$ cat src/rtl/mem_arbiter_if.sv
// mem_arbiter_if -- bundle of the requester-side and memory-side signals of
// mem_arbiter.
//
// Requester side (one lane per port, port 0 = I-cache, port 1 = D-cache):
//   req_valid / req_r0w1 / req_addr / req_wdata : request, held until req_ready
//   req_ready / req_rdata                       : completion pulse + read block
// Memory side (towards the next level):
//   mem_valid / mem_r0w1 / mem_addr / mem_wdata : request, stable until mem_ready
//   mem_ready / mem_rdata                       : one-cycle completion + read block
//
// Modports:
//   slave  : the arbiter (consumes requests, drives the memory request)
//   master : the surrounding environment (caches + next-level memory)
interface mem_arbiter_if #(
  parameter int BW_ADDRESS = 32,
  parameter int BW_BLOCK   = 128,
  parameter int NUM_PORT   = 2
);

  logic [NUM_PORT-1:0]                 req_valid;
  logic [NUM_PORT-1:0]                 req_r0w1;
  logic [NUM_PORT-1:0][BW_ADDRESS-1:0] req_addr;
  logic [NUM_PORT-1:0][BW_BLOCK-1:0]   req_wdata;
  logic [NUM_PORT-1:0]                 req_ready;
  logic [NUM_PORT-1:0][BW_BLOCK-1:0]   req_rdata;

  logic                                mem_valid;
  logic                                mem_r0w1;
  logic [BW_ADDRESS-1:0]               mem_addr;
  logic [BW_BLOCK-1:0]                 mem_wdata;
  logic                                mem_ready;
  logic [BW_BLOCK-1:0]                 mem_rdata;

  modport slave (
    input  req_valid, req_r0w1, req_addr, req_wdata, mem_ready, mem_rdata,
    output req_ready, req_rdata, mem_valid, mem_r0w1, mem_addr, mem_wdata
  );

  modport master (
    output req_valid, req_r0w1, req_addr, req_wdata, mem_ready, mem_rdata,
    input  req_ready, req_rdata, mem_valid, mem_r0w1, mem_addr, mem_wdata
  );

endinterface

$ cat src/rtl/mem_arbiter.sv
// mem_arbiter -- shares one next-level memory port between NUM_PORT cache
// requesters (port 0 = I-cache, port 1 = D-cache). One transaction is in
// flight at a time; an IDLE cycle always separates two transactions.
//
// Ports:
//   clk   : clock, all state changes on the rising edge
//   rst_n : asynchronous active-low reset
//   bus   : mem_arbiter_if.slave (requester lanes + next-level request)
//
// Parameters:
//   BW_ADDRESS : request address width
//   BW_BLOCK   : data width of one transfer (one cache block)
//   NUM_PORT   : number of requesters, 2..8
//
// Build option:
//   MEM_ARB_ROUND_ROBIN_EN : when defined, arbitration is round-robin starting
//                            at a pointer that moves to winner+1 on each grant.
//                            When undefined, lowest-index requester wins and no
//                            pointer exists.
module mem_arbiter #(
  parameter int BW_ADDRESS = 32,
  parameter int BW_BLOCK   = 128,
  parameter int NUM_PORT   = 2
) (
  input logic          clk,
  input logic          rst_n,
  mem_arbiter_if.slave bus
);

  localparam int GW = $clog2(NUM_PORT);

  typedef enum logic {
    IDLE = 1'b0,
    BUSY = 1'b1
  } state_t;

  state_t                state;
  logic [GW-1:0]         grant;
  logic [GW-1:0]         win;
  logic                  any_req;

  logic                  mem_valid_q;
  logic                  mem_r0w1_q;
  logic [BW_ADDRESS-1:0] mem_addr_q;
  logic [BW_BLOCK-1:0]   mem_wdata_q;

  assign any_req = |bus.req_valid;

  // ---------------------------------------------------------------------------
  // Winner selection (only consumed in IDLE)
  // ---------------------------------------------------------------------------
`ifdef MEM_ARB_ROUND_ROBIN_EN
  logic [GW-1:0] rr_ptr;
  logic [GW-1:0] rr_next;
  logic [GW:0]   cand;
  logic          found;

  // Scan ports starting at rr_ptr; cand carries one extra bit so the sum of
  // pointer and offset can be wrapped back into 0..NUM_PORT-1.
  always_comb begin
    // NOTE: every variable gets a default before any conditional assignment,
    // otherwise the combinational block would infer a latch.
    win   = '0;
    found = 1'b0;
    cand  = '0;
    for (int off = 0; off < NUM_PORT; off++) begin
      cand = {1'b0, rr_ptr} + (GW+1)'(off);
      if (cand >= (GW+1)'(NUM_PORT)) cand = cand - (GW+1)'(NUM_PORT);
      if (!found && bus.req_valid[cand[GW-1:0]]) begin
        win   = cand[GW-1:0];
        found = 1'b1;
      end
    end
  end

  assign rr_next = (win == GW'(NUM_PORT - 1)) ? '0 : win + GW'(1);
`else
  // Fixed priority: scanning downwards leaves the lowest requester as winner.
  always_comb begin
    win = '0;
    for (int i = NUM_PORT - 1; i >= 0; i--) begin
      if (bus.req_valid[i]) win = GW'(i);
    end
  end
`endif

  // ---------------------------------------------------------------------------
  // Control FSM with registered memory-side outputs
  // ---------------------------------------------------------------------------
  always_ff @(posedge clk or negedge rst_n) begin
    if (!rst_n) begin
      state       <= IDLE;
      grant       <= '0;
      mem_valid_q <= 1'b0;
      mem_r0w1_q  <= 1'b0;
      // NOTE: the address/data holding registers are reset too, so the
      // next level never sees stale X values on the bus after reset.
      mem_addr_q  <= '0;
      mem_wdata_q <= '0;
`ifdef MEM_ARB_ROUND_ROBIN_EN
      rr_ptr      <= '0;
`endif
    end else begin
      // NOTE: state is updated with non-blocking assignments so every
      // register samples the pre-edge values regardless of statement order.
      case (state)
        IDLE: begin
          // mem_ready is ignored here; only a pending request moves the FSM.
          if (any_req) begin
            state       <= BUSY;
            grant       <= win;
            mem_valid_q <= 1'b1;
            mem_r0w1_q  <= bus.req_r0w1[win];
            mem_addr_q  <= bus.req_addr[win];
            mem_wdata_q <= bus.req_wdata[win];
`ifdef MEM_ARB_ROUND_ROBIN_EN
            rr_ptr      <= rr_next;
`endif
          end
        end
        BUSY: begin
          // Other ports' requests and withdrawal by the owner are ignored:
          // the transaction always runs until mem_ready.
          if (bus.mem_ready) begin
            state       <= IDLE;
            mem_valid_q <= 1'b0;
          end
        end
        default: state <= IDLE;
      endcase
    end
  end

  assign bus.mem_valid = mem_valid_q;
  assign bus.mem_r0w1  = mem_r0w1_q;
  assign bus.mem_addr  = mem_addr_q;
  assign bus.mem_wdata = mem_wdata_q;

  // ---------------------------------------------------------------------------
  // Requester-side response: steered to the owner only while BUSY. Because
  // reset forces IDLE asynchronously, these drop to zero immediately on reset.
  // ---------------------------------------------------------------------------
  always_comb begin
    bus.req_ready = '0;
    bus.req_rdata = '0;
    if (state == BUSY) begin
      bus.req_rdata[grant] = bus.mem_rdata;
      bus.req_ready[grant] = bus.mem_ready;
    end
  end

endmodule

$ cat src/flat_wrapper.sv
// flat-port wrapper written by rule: the top's interface ports become plain ports
module mem_arbiter_flat 
#(
  parameter int BW_ADDRESS = 32,
  parameter int BW_BLOCK   = 128,
  parameter int NUM_PORT   = 2
)
  (clk, rst_n, bus_req_valid, bus_req_r0w1, bus_req_addr, bus_req_wdata, bus_mem_ready, bus_mem_rdata, bus_req_ready, bus_req_rdata, bus_mem_valid, bus_mem_r0w1, bus_mem_addr, bus_mem_wdata);
  mem_arbiter_if #(.BW_ADDRESS(BW_ADDRESS), .BW_BLOCK(BW_BLOCK), .NUM_PORT(NUM_PORT)) bus_i ();
  input logic clk;
  input logic rst_n;
  input wire logic [$bits(bus_i.req_valid)-1:0] bus_req_valid;
  input wire logic [$bits(bus_i.req_r0w1)-1:0] bus_req_r0w1;
  input wire logic [$bits(bus_i.req_addr)-1:0] bus_req_addr;
  input wire logic [$bits(bus_i.req_wdata)-1:0] bus_req_wdata;
  input wire logic [$bits(bus_i.mem_ready)-1:0] bus_mem_ready;
  input wire logic [$bits(bus_i.mem_rdata)-1:0] bus_mem_rdata;
  output wire logic [$bits(bus_i.req_ready)-1:0] bus_req_ready;
  output wire logic [$bits(bus_i.req_rdata)-1:0] bus_req_rdata;
  output wire logic [$bits(bus_i.mem_valid)-1:0] bus_mem_valid;
  output wire logic [$bits(bus_i.mem_r0w1)-1:0] bus_mem_r0w1;
  output wire logic [$bits(bus_i.mem_addr)-1:0] bus_mem_addr;
  output wire logic [$bits(bus_i.mem_wdata)-1:0] bus_mem_wdata;
  assign bus_i.req_valid = bus_req_valid;
  assign bus_i.req_r0w1 = bus_req_r0w1;
  assign bus_i.req_addr = bus_req_addr;
  assign bus_i.req_wdata = bus_req_wdata;
  assign bus_i.mem_ready = bus_mem_ready;
  assign bus_i.mem_rdata = bus_mem_rdata;
  assign bus_req_ready = bus_i.req_ready;
  assign bus_req_rdata = bus_i.req_rdata;
  assign bus_mem_valid = bus_i.mem_valid;
  assign bus_mem_r0w1 = bus_i.mem_r0w1;
  assign bus_mem_addr = bus_i.mem_addr;
  assign bus_mem_wdata = bus_i.mem_wdata;
  mem_arbiter #(.BW_ADDRESS(BW_ADDRESS), .BW_BLOCK(BW_BLOCK), .NUM_PORT(NUM_PORT)) u_core (.clk(clk), .rst_n(rst_n), .bus(bus_i));
endmodule
$ cat config.mk
export PLATFORM = sky130hd
export DESIGN_NAME = mem_arbiter_flat
export DESIGN_NICKNAME = d
export VERILOG_FILES = /design/src/rtl/mem_arbiter_if.sv /design/src/rtl/mem_arbiter.sv /design/src/flat_wrapper.sv
export SDC_FILE = /design/constraint.sdc
export NUM_CORES = 1
export LEC_CHECK = 0
export CAP_MARGIN = 20
export CORE_AREA = 5 5 342 344
export CTS_CLUSTER_DIAMETER = 60
export DETAILED_ROUTE_END_ITERATION = 16
export DIE_AREA = 0 0 347 349
export SLEW_MARGIN = 20
export SYNTH_ARGS = -nofsm -noshare
export SYNTH_HDL_FRONTEND = slang
export SYNTH_SLANG_ARGS = --single-unit
$ cat constraint.sdc
create_clock -name clk -period 3.2 [get_ports clk]
set_input_delay 0.48 -clock clk [delete_from_list [all_inputs] [get_ports clk]]
set_output_delay 0.48 -clock clk [all_outputs]
set_load 0.05 [all_outputs]
==> impl_metrics.json <==
{
  "top_layer_used": "met5",
  "worst_slack_ps": 200,
  "synth.ff_latch_count": 164,
  "die_w_um": 347,
  "r2r_cells": 4,
  "cts_buffers": 17,
  "via_count": 13000,
  "wl_um": 87600,
  "yosysSeqAreaShare_pct": 37.4,
  "dr_wl_met3_um": 10400,
  "hold_path_depth": 2,
  "gp_congestion": 0.856,
  "drc_errors": 0,
  "internal-power_mw": 6.13,
  "sw_frac_of_total_pct": 49.8,
  "syn_nets": 1684,
  "grt_pass1_vias": 13100,
  "slew_violations": 0,
  "final_cell_mix": "672 x clkdlybuf4s50_1, 164 x inv_1, 162 x dfrtp_1",
  "setup_tns_ps": 0,
  "pin_count": 875,
  "path_buf_inv": 2,
  "initialDrtViolationCount": 910,
  "syn_to_final_growth_pct": 102,
  "setup_viol": 0,
  "crit_fanout": 51,
  "start_util_pct": 9.65,
  "clock_path_buffers": 2,
  "coreArea_um2": 114000,
  "hold_viol": 0,
  "cts.sinks": 164,
  "seqPwrFrac_pct": 23.3,
  "ys_warn_count": 0,
  "worstMarginPinSlew_ps": 936,
  "cp-start-kind": "flip-flop",
  "cts_root_buffer": "clkbuf_16",
  "fmax_mhz": 333,
  "power_density_nw_per_um2": 551,
  "synth_area_per_cell_um2": 8.92,
  "ir_drop_v": 0.000404,
  "net-switching-power_mw": 6.08,
  "cp_cell_sequence": "buf_12 > and3_1 > clkdlybuf4s50_1",
  "met1_length_um": 32700,
  "h-tree-depth": 4,
  "seqCellArea_um2": 4110,
  "relSlewSlack_pct": 37.4,
  "p_clk_share_pct": 17.5,
  "via_per_inst": 3.68,
  "slowest_stage": "clkdlybuf4s50_1",
  "pre_cts_ws_ps": 436,
  "fin_crit_ps": 3000,
  "fin_crit_sh_pct": 93.7,
  "port_buffers": 874,
  "status": "finished clean",
  "crit_type": "flip-flop to output port",
  "worstPathArrival_ps": 2520,
  "cts_tree": "yes",
  "fin_skew_ps": 19.3,
  "grt_setup_unrepaired": "false",
  "fp.dieH_um": 349,
  "hpwl_um": 71400,
  "grt_pass1_wl_um": 116000,
  "dieArea_um2": 121000,
  "layout-drive-gt1-share_pct": 14.1,
  "ant_nets": 0,
  "required_ps": 2720,
  "nNetsFinal": 2455,
  "dr_wl_met2_um": 42800,
  "finalPower_mw": 12.2,
  "antenna_found_initial": 49,
  "syn_area_um2": 11000,
  "cts_resized": 0,
  "synth.distinct_cells": 21,
  "syn_inst": 1229,
  "row_count": 124,
  "p_leak_nw": 8.92,
  "worst_path_largest_cell_delay_ps": 800,
  "fillCellCount": 12600,
  "max-cap-violations": 0,
  "clk_pin_slew_ps": 80,
  "first_pass_iters": 4,
  "end_kind": "output port",
  "path_delay_family": "buffers and inverters",
  "mostFrequentLayoutCell": "clkdlybuf4s50_1",
  "track_usage_pct": 13.8,
  "multiInputGateArea_um2": 5590,
  "wl_per_cell_um": 24.7,
  "clock_latency_ps": 510,
  "hp-class": "flip-flop to flip-flop",
  "grt_max_degree": 147,
  "gr-total-overflow": 0,
  "combPwrFrac_pct": 59.2,
  "crit_cells": 3
}
-- registers in the layout, indices dropped and copies added, names as in the netlist --
register	cells
u_core.state	1
u_core.bus.mem_r0w1	1
u_core.bus.mem_wdata	128
u_core.bus.mem_addr	32
u_core.bus.mem_valid	1
u_core.grant	1
-- area by class of cell --
type,instances,share of cell area (%)
clock buffer,20,2.06
timing repair buffer,903,42.2
clock inverter,12,0.463
antenna,16,0.181
sequential,164,18.6
tap,1512,8.54
inverter,164,2.78
multi-input combinational,750,25.3
-- routing by layer --
layer	up-vias	global-route usage, %
met3	101	7.55
li1	5914	-
met1	6356	14.9
met4	36	3.50
met5	-	0
met2	625	23.4
-- per-stage QoR --
step	std cells	hold slack (ps)	cell area (um2)	utilization, %
detailed placement	3489	515	21500	18.9
global placement	3489	512	21500	18.9
global route	3530	515	22100	19.5
CTS	3524	464	22100	19.4
finish	3541	523	22100	19.5
floorplan	1229	184	11000	-
-- worst register-to-register path, stage by stage, from the launching register on --
cell and delay, ps:
dfrtp_4 650, buf_12 270, buf_12 260, nor4b_1 930
a211oi_1 100
-- power by group through the flow --
stage	Clock [mW]	Sequential [mW]	Combinational [mW]
after detailed placement	0	2.92	7.23
after global placement	0	2.91	7.23
after global routing	2.29	2.91	7.58
after floorplan	0	4.32	2.56
after CTS	2.25	2.85	7.32
final	2.13	2.85	7.23
-- cells in the mapped netlist --
master	instances	area share, %
o21bai_1	1	0.068
inv_1	164	5.6
a211oi_1	141	9.7
nor3b_1	159	11
nand2b_1	2	0.11
buf_2	18	0.82
nor3_1	2	0.091
clkbuf_1	114	3.9
and3_1	130	7.4
a222oi_1	2	0.18
buf_4	1	0.068
buf_1	7	0.24
a21oi_1	3	0.14
nor2_1	2	0.068
nor2b_1	3	0.17
dfrtp_1	164	37
buf_6	10	1.0
nor4b_1	159	13
a211oi_2	18	2.1
and2_1	128	7.3
clkbuf_2	1	0.046
-- logic make-up after synthesis --
kind of cell | count (synthesis) | synth area share, %
flip-flops | 164 | 37.4
AND/OR/NAND/NOR | 585 | 38.8
buffers and inverters | 315 | 11.7
AO/OA/AOI/OAI | 165 | 12.1
-- worst paths after layout --
check	from	end	slack, ps
setup / recovery	u_core.state$_DFF_PN0_	bus_req_rdata[126]	200
hold / removal	u_core.bus.mem_wdata[25]$_DFFE_PN0P_	u_core.bus.mem_wdata[25]$_DFFE_PN0P_	520
setup reg to reg	u_core.state$_DFF_PN0_	u_core.bus.mem_addr[8]$_DFFE_PN0P_	840
hold reg to reg	u_core.bus.mem_wdata[25]$_DFFE_PN0P_	u_core.bus.mem_wdata[25]$_DFFE_PN0P_	520
max in group asynchronous	rst_n	u_core.bus.mem_wdata[107]$_DFFE_PN0P_	1730
min in group asynchronous	rst_n	u_core.bus.mem_wdata[74]$_DFFE_PN0P_	620
-- what timing repair did --
item / in CTS / in global routing
setup endpoints to repair: 171 / 24
hold endpoints to repair: 20 / 0
setup buffers: 2 / 1
hold buffers: 1 / 0
Power figures use the tool's default switching activity.
==> RTL change 1, RTL diff (same settings) <==
`BW_ADDRESS` is set to 32 in 3 places; all go to 28.
--- a/src/rtl/mem_arbiter_if.sv
+++ b/src/rtl/mem_arbiter_if.sv
@@ -14,3 +14,3 @@
 interface mem_arbiter_if #(
-  parameter int BW_ADDRESS = 32,
+  parameter int BW_ADDRESS = 28,
   parameter int BW_BLOCK   = 128,
--- a/src/rtl/mem_arbiter.sv
+++ b/src/rtl/mem_arbiter.sv
@@ -20,3 +20,3 @@
 module mem_arbiter #(
-  parameter int BW_ADDRESS = 32,
+  parameter int BW_ADDRESS = 28,
   parameter int BW_BLOCK   = 128,
--- a/src/flat_wrapper.sv
+++ b/src/flat_wrapper.sv
@@ -3,3 +3,3 @@
 #(
-  parameter int BW_ADDRESS = 32,
+  parameter int BW_ADDRESS = 28,
   parameter int BW_BLOCK   = 128,
Ports: changed (resized bus_mem_addr and bus_req_addr); port bits go from 875 to 863. No check against the original RTL was run, so the function may have changed too.
==> RTL change 1 against the unedited design <==
  * Combinational power is 0.6% higher
  * Critical path depth did not move
  * Sequential cell count is 4 lower
  * Sequential power fell by 4%
  * Worst setup slack lost 9.9 ps
  * Wire length shrank 23%
  * Hold slack about the same
  * Cell count is 0.82% lower
  * Largest power group unchanged
  * Highest routed layer unchanged
  * Total power grew 0.98%
  * Count of clock-buffer cells in the layout did not move
  * Synthesized area shrank 1.6%
  * Clock skew fell by 1.8 ps
  * Final area increased by 3.3%
==> RTL change 1: results (changes against the unedited design) <==
- Status: complete, no violations
- CTS Root Cell: clkbuf_16
- Met3 usage: 4.12% (-3.4 points)
- Post-synth top cells: dfrtp_1 (160), inv_1 (160), a211oi_1 (155), nor3b_1 (155), nor4b_1 (152)
- Syn_nets: 1,652 (-1.9%)
- Number of global-route vias before repair: 12.5k (-4.7%)
- CP Data Arrival Time: 2530 ps (about the same)
- M1 GR Usage: 12.6% (-2.3 points)
- Critical path's slowest cell: clkdlybuf4s50_1
- Post-DP HPWL: 52,800 microns (-26%)
- Largest net degree at the start of global routing: 136 (-7.5%)
- Syn avg cell area: 8.95 sq um (+0.32%)
- Fin nets: 2,418 (-1.5%)
- Postcts setup bufs: 0 (-2)
- Largest register FFs: 128 (unchanged)
- Via count: 12.3k (-5.8%)
- Initial antenna violation count: 12 (-76%)
- Crit Path Max Fanout: 22 (-57%)
- Number of iterations in the first detailed-routing pass: 5 (+1)
- TritonCTS buffer count: 17 (unchanged)
- Vias per Instance: 3.50 (-5.0%)
- Detailed Route Iter0 Violations: 726 (-20%)
- Met2 usage: 17.0% (-6.5 points)
- Fin Clk Skew: 17.4 ps (-1.81 ps)
- First-pass GRT wire length: 93,300 microns (-19%)
- Aggregate global-route resource usage: 10.4% (-3.3 points)
- Clock latency at the later pin of the worst-skew pair: 490 ps (-20 ps)
- Inst Count DP: 3,463 (-0.75%)
- Fillers: 12.5k (-1.0%)
- Crit-path max cell delay: 900 ps (+100 ps)
- Worst min path class: reg -> reg
- PortBufs: 862 (-1.4%)
- Yosys warns: 0 (unchanged)
- Slew @ Worst Pin: 808 ps (-128 ps)
- Fraction of layout cells with a size suffix above 1: 9.94% (-4.1 points)
- Post-synth ARST share: 100% (unchanged)
- GPL Wtd Cong: 0.958 (+12%)
- Area contributors post-synth: dfrtp_1 (37%), nor4b_1 (12%), a211oi_1 (11%)
- IR drop worst, VDD: 0.000365 V (-9.6%)
- Final wirelength: 67,100 microns (-23%)
- Seq/Total Area, Yosys: 37.1% (-0.30 points)
- P_leak: 8.96 nW (+0.41%)
RTL change 1: cell count changes in the layout (fill, tap and decap cells not counted), sizes merged, moves of 5 or more:
cell,change
clkinv,-5
clkdlybuf4s50,+54
buf,-67
inv,-5
RTL change 1: cell type report:
cell class	instances	area share, %
repair buffers	894	45.0
multi-input cells	738	23.7
flip-flops and latches	160	17.5
well taps	1512	8.27
inverters	160	2.62
clock buffers	20	1.91
clock inverters	10	0.711
diodes	18	0.197
RTL change 1: what timing repair did:
item                       CTS  global route
setup endpoints to repair    2             5
resized for setup            2             3
hold buffers                 1             0
hold endpoints to repair    49             0
cloned                       0             0
RTL change 1: worst paths after layout:
| path | slack [ps] | start | end | cells after the start |
|---|---|---|---|---|
| max | 190 | u_core.grant | bus_req_rdata[245] | 3 |
| min | 520 | u_core.bus.mem_wdata[82] | u_core.bus.mem_wdata[82] | 2 |
| max reg2reg | 1070 | u_core.state | u_core.bus.mem_wdata[51] | 4 |
| min reg2reg | 520 | u_core.bus.mem_wdata[82] | u_core.bus.mem_wdata[82] | 2 |
| max in group asynchronous | 1890 | rst_n | u_core.bus.mem_wdata[110] | 3 |
| min in group asynchronous | 560 | rst_n | u_core.bus.mem_wdata[56] | 2 |
RTL change 1: cell families after synthesis:
logic type	share of synthesized area [%]
and+or+nand+nor	39.0
DFF	37.1
AOI/OAI and AO/OA	11.3
buffers and inverters	12.6
RTL change 1: report_power, final:
group | switching, mW | total, mW | internal [mW] | leakage [nW]
clock network | 1.03 | 2.33 | 1.30 | 0.287
registers | 0.287 | 2.74 | 2.45 | 1.74
logic | 4.51 | 7.27 | 2.76 | 6.93
RTL change 1: per-layer routing:
metal | wire length [microns] | vias to the layer above
met5 | 311 | -
met4 | 1390 | 2
met3 | 6170 | 50
met2 | 31300 | 502
met1 | 28000 | 5895
li1 | - | 5828
RTL change 1: worst max-delay path: cells and delay by family, from the launching register on:
family	cells	cell delay, ps
and+or+nand+nor	1	220
DFF	1	590
buffers and inverters	2	1210
RTL change 1: through the flow:
stage          hold slack, ps  setup WS (ps)  instance area (sq um)  utilization, %  power (mW)
3_5_place_dp              503            562                  22200            19.6        10.1
2_1_floorplan             184           1310                  10800               -        6.76
3_3_place_gp              501            580                  22200            19.6        10.1
6_report                  523            190                  22900            20.2        12.3
4_1_cts                   478           17.9                  22800            20.1        12.6
5_1_grt                   530           62.5                  22900            20.1        12.9
==> RTL change 2, RTL diff (same settings) <==
Without the edit above. Make the reset (`rst_n`) synchronous in one clocked block. Comments in the files are not updated.
--- a/src/rtl/mem_arbiter.sv
+++ b/src/rtl/mem_arbiter.sv
@@ -89,3 +89,3 @@
   // ---------------------------------------------------------------------------
-  always_ff @(posedge clk or negedge rst_n) begin
+  always_ff @(posedge clk) begin
     if (!rst_n) begin
Formal check against the unedited RTL: not equivalent (Yosys sat finds a counterexample within 4 cycles, from zero or initial values and one cycle with rst_n low; the reset may be asserted at any time).
==> RTL change 2 against the unedited design <==
  * Count of clock-buffer cells in the layout fell by 3
  * Sequential cell count unchanged
  * Final area decreased by 4.7%
  * Core utilization fell by 0.91 points
  * Worst setup slack worse by 35 ps
  * Register-to-register slack gained 310 ps
  * Total power decreased by 30%
  * Synthesized area fell by 21%
  * Wire length down 7.0%
  * Largest cell class unchanged
  * Largest power group unchanged
==> RTL change 2: results (changes against the unedited design) <==
- Clock latency at the later pin of the worst-skew pair: 490 ps (-20 ps)
- Area contributors post-synth: dfxtp_1 (38%), nand2_1 (14%), a31oi_1 (12%)
- Most used DFF post-synth: dfxtp_1
- Rel. slew slack: 34.3% (-3.1 points)
- WL met1: 30,200 microns (-7.7%)
- Met3 WL post-DR: 10,300 microns (-0.99%)
- Fin Clk Skew: 15.1 ps (-4.13 ps)
- First-pass GRT wire length: 105,000 microns (-9.0%)
- Place WS: 558 ps (+122 ps)
- Aggregate global-route resource usage: 12.7% (-1.1 points)
- Met2 usage: 21.9% (-1.5 points)
- Met3 usage: 7.27% (-0.28 points)
- Status: complete, no violations
- CP Data Arrival Time: 2550 ps (+30 ps)
- M1 GR Usage: 13.3% (-1.6 points)
- GPL Wtd Cong: 0.959 (+12%)
- Number of global-route vias before repair: 11.8k (-9.9%)
- Syn_nets: 1,664 (-1.2%)
- Met2 wire length: 39,400 microns (-7.9%)
- Initial antenna violation count: 32 (-35%)
- Fraction of layout cells with a size suffix above 1: 10.5% (-3.6 points)
- Clk pin slew, worst setup/hold paths: 100 ps (+20 ps)
- Crit Path Max Fanout: 30 (-41%)
- Seq/Total Area, Yosys: 37.9% (+0.47 points)
- Post-synth top cells: nand2_1 (322), dfxtp_1 (164), a31oi_1 (161), and2_1 (129), and3_1 (129)
- IR drop worst, VDD: 0.000416 V (+2.9%)
- Inst Count DP: 3,496 (+0.20%)
## RTL change 2: area by class of cell
type	instances	area, sq um	area share (%)
Tap cell	1512	1890	8.96
Clock inverter	15	188	0.889
Clock buffer	17	425	2.01
Antenna cell	5	12.5	0.0593
Timing Repair Buffer	909	10600	50.1
Sequential cell	164	3290	15.6
Multi-Input combinational cell	911	4720	22.4
Inverter	2	7.51	0.0356
## RTL change 2: per-stage QoR
| step | power (mW) | area [sq um] | util [%] | hold WS (ps) |
|---|---|---|---|---|
| 2_1_floorplan | 4.23 | 8660 | - | 540 |
| 3_5_place_dp | 6.26 | 20400 | 18.0 | 509 |
| 6_report | 8.50 | 21100 | 18.6 | 412 |
| 4_1_cts | 8.69 | 21000 | 18.5 | 366 |
| 3_3_place_gp | 6.27 | 20400 | 18.0 | 505 |
| 5_1_grt | 8.90 | 21100 | 18.6 | 399 |
## RTL change 2: cell families after synthesis
family	Yosys count	synth area share (%)
AO/OA/AOI/OAI	328	21.4
AND/OR/NAND/NOR	583	32.8
buffers and inverters	134	7.86
flip-flops	164	37.9
## RTL change 2: repair_timing
action,CTS,global route
setup buffers,1,1
resized for setup,0,11
cloned,0,0
endpoints found under the setup margin,10,35
## RTL change 2: final timing paths
check / from / end / slack [ps] / depth (start not counted)
setup / recovery: u_core.state / bus_req_rdata[217] / 170 / 3
hold / removal: rst_n / u_core.bus.mem_wdata[96] / 410 / 3
setup reg to reg: u_core.state / u_core.bus.mem_wdata[105] / 1150 / 6
hold reg to reg: u_core.bus.mem_wdata[43] / u_core.bus.mem_wdata[43] / 530 / 2
## RTL change 2: power by group
part	total (mW)	internal [mW]	switching (mW)
clock	2.32	1.08	1.25
combinational	3.79	1.54	2.25
sequential	2.39	2.25	0.145
total	8.50	4.86	3.64
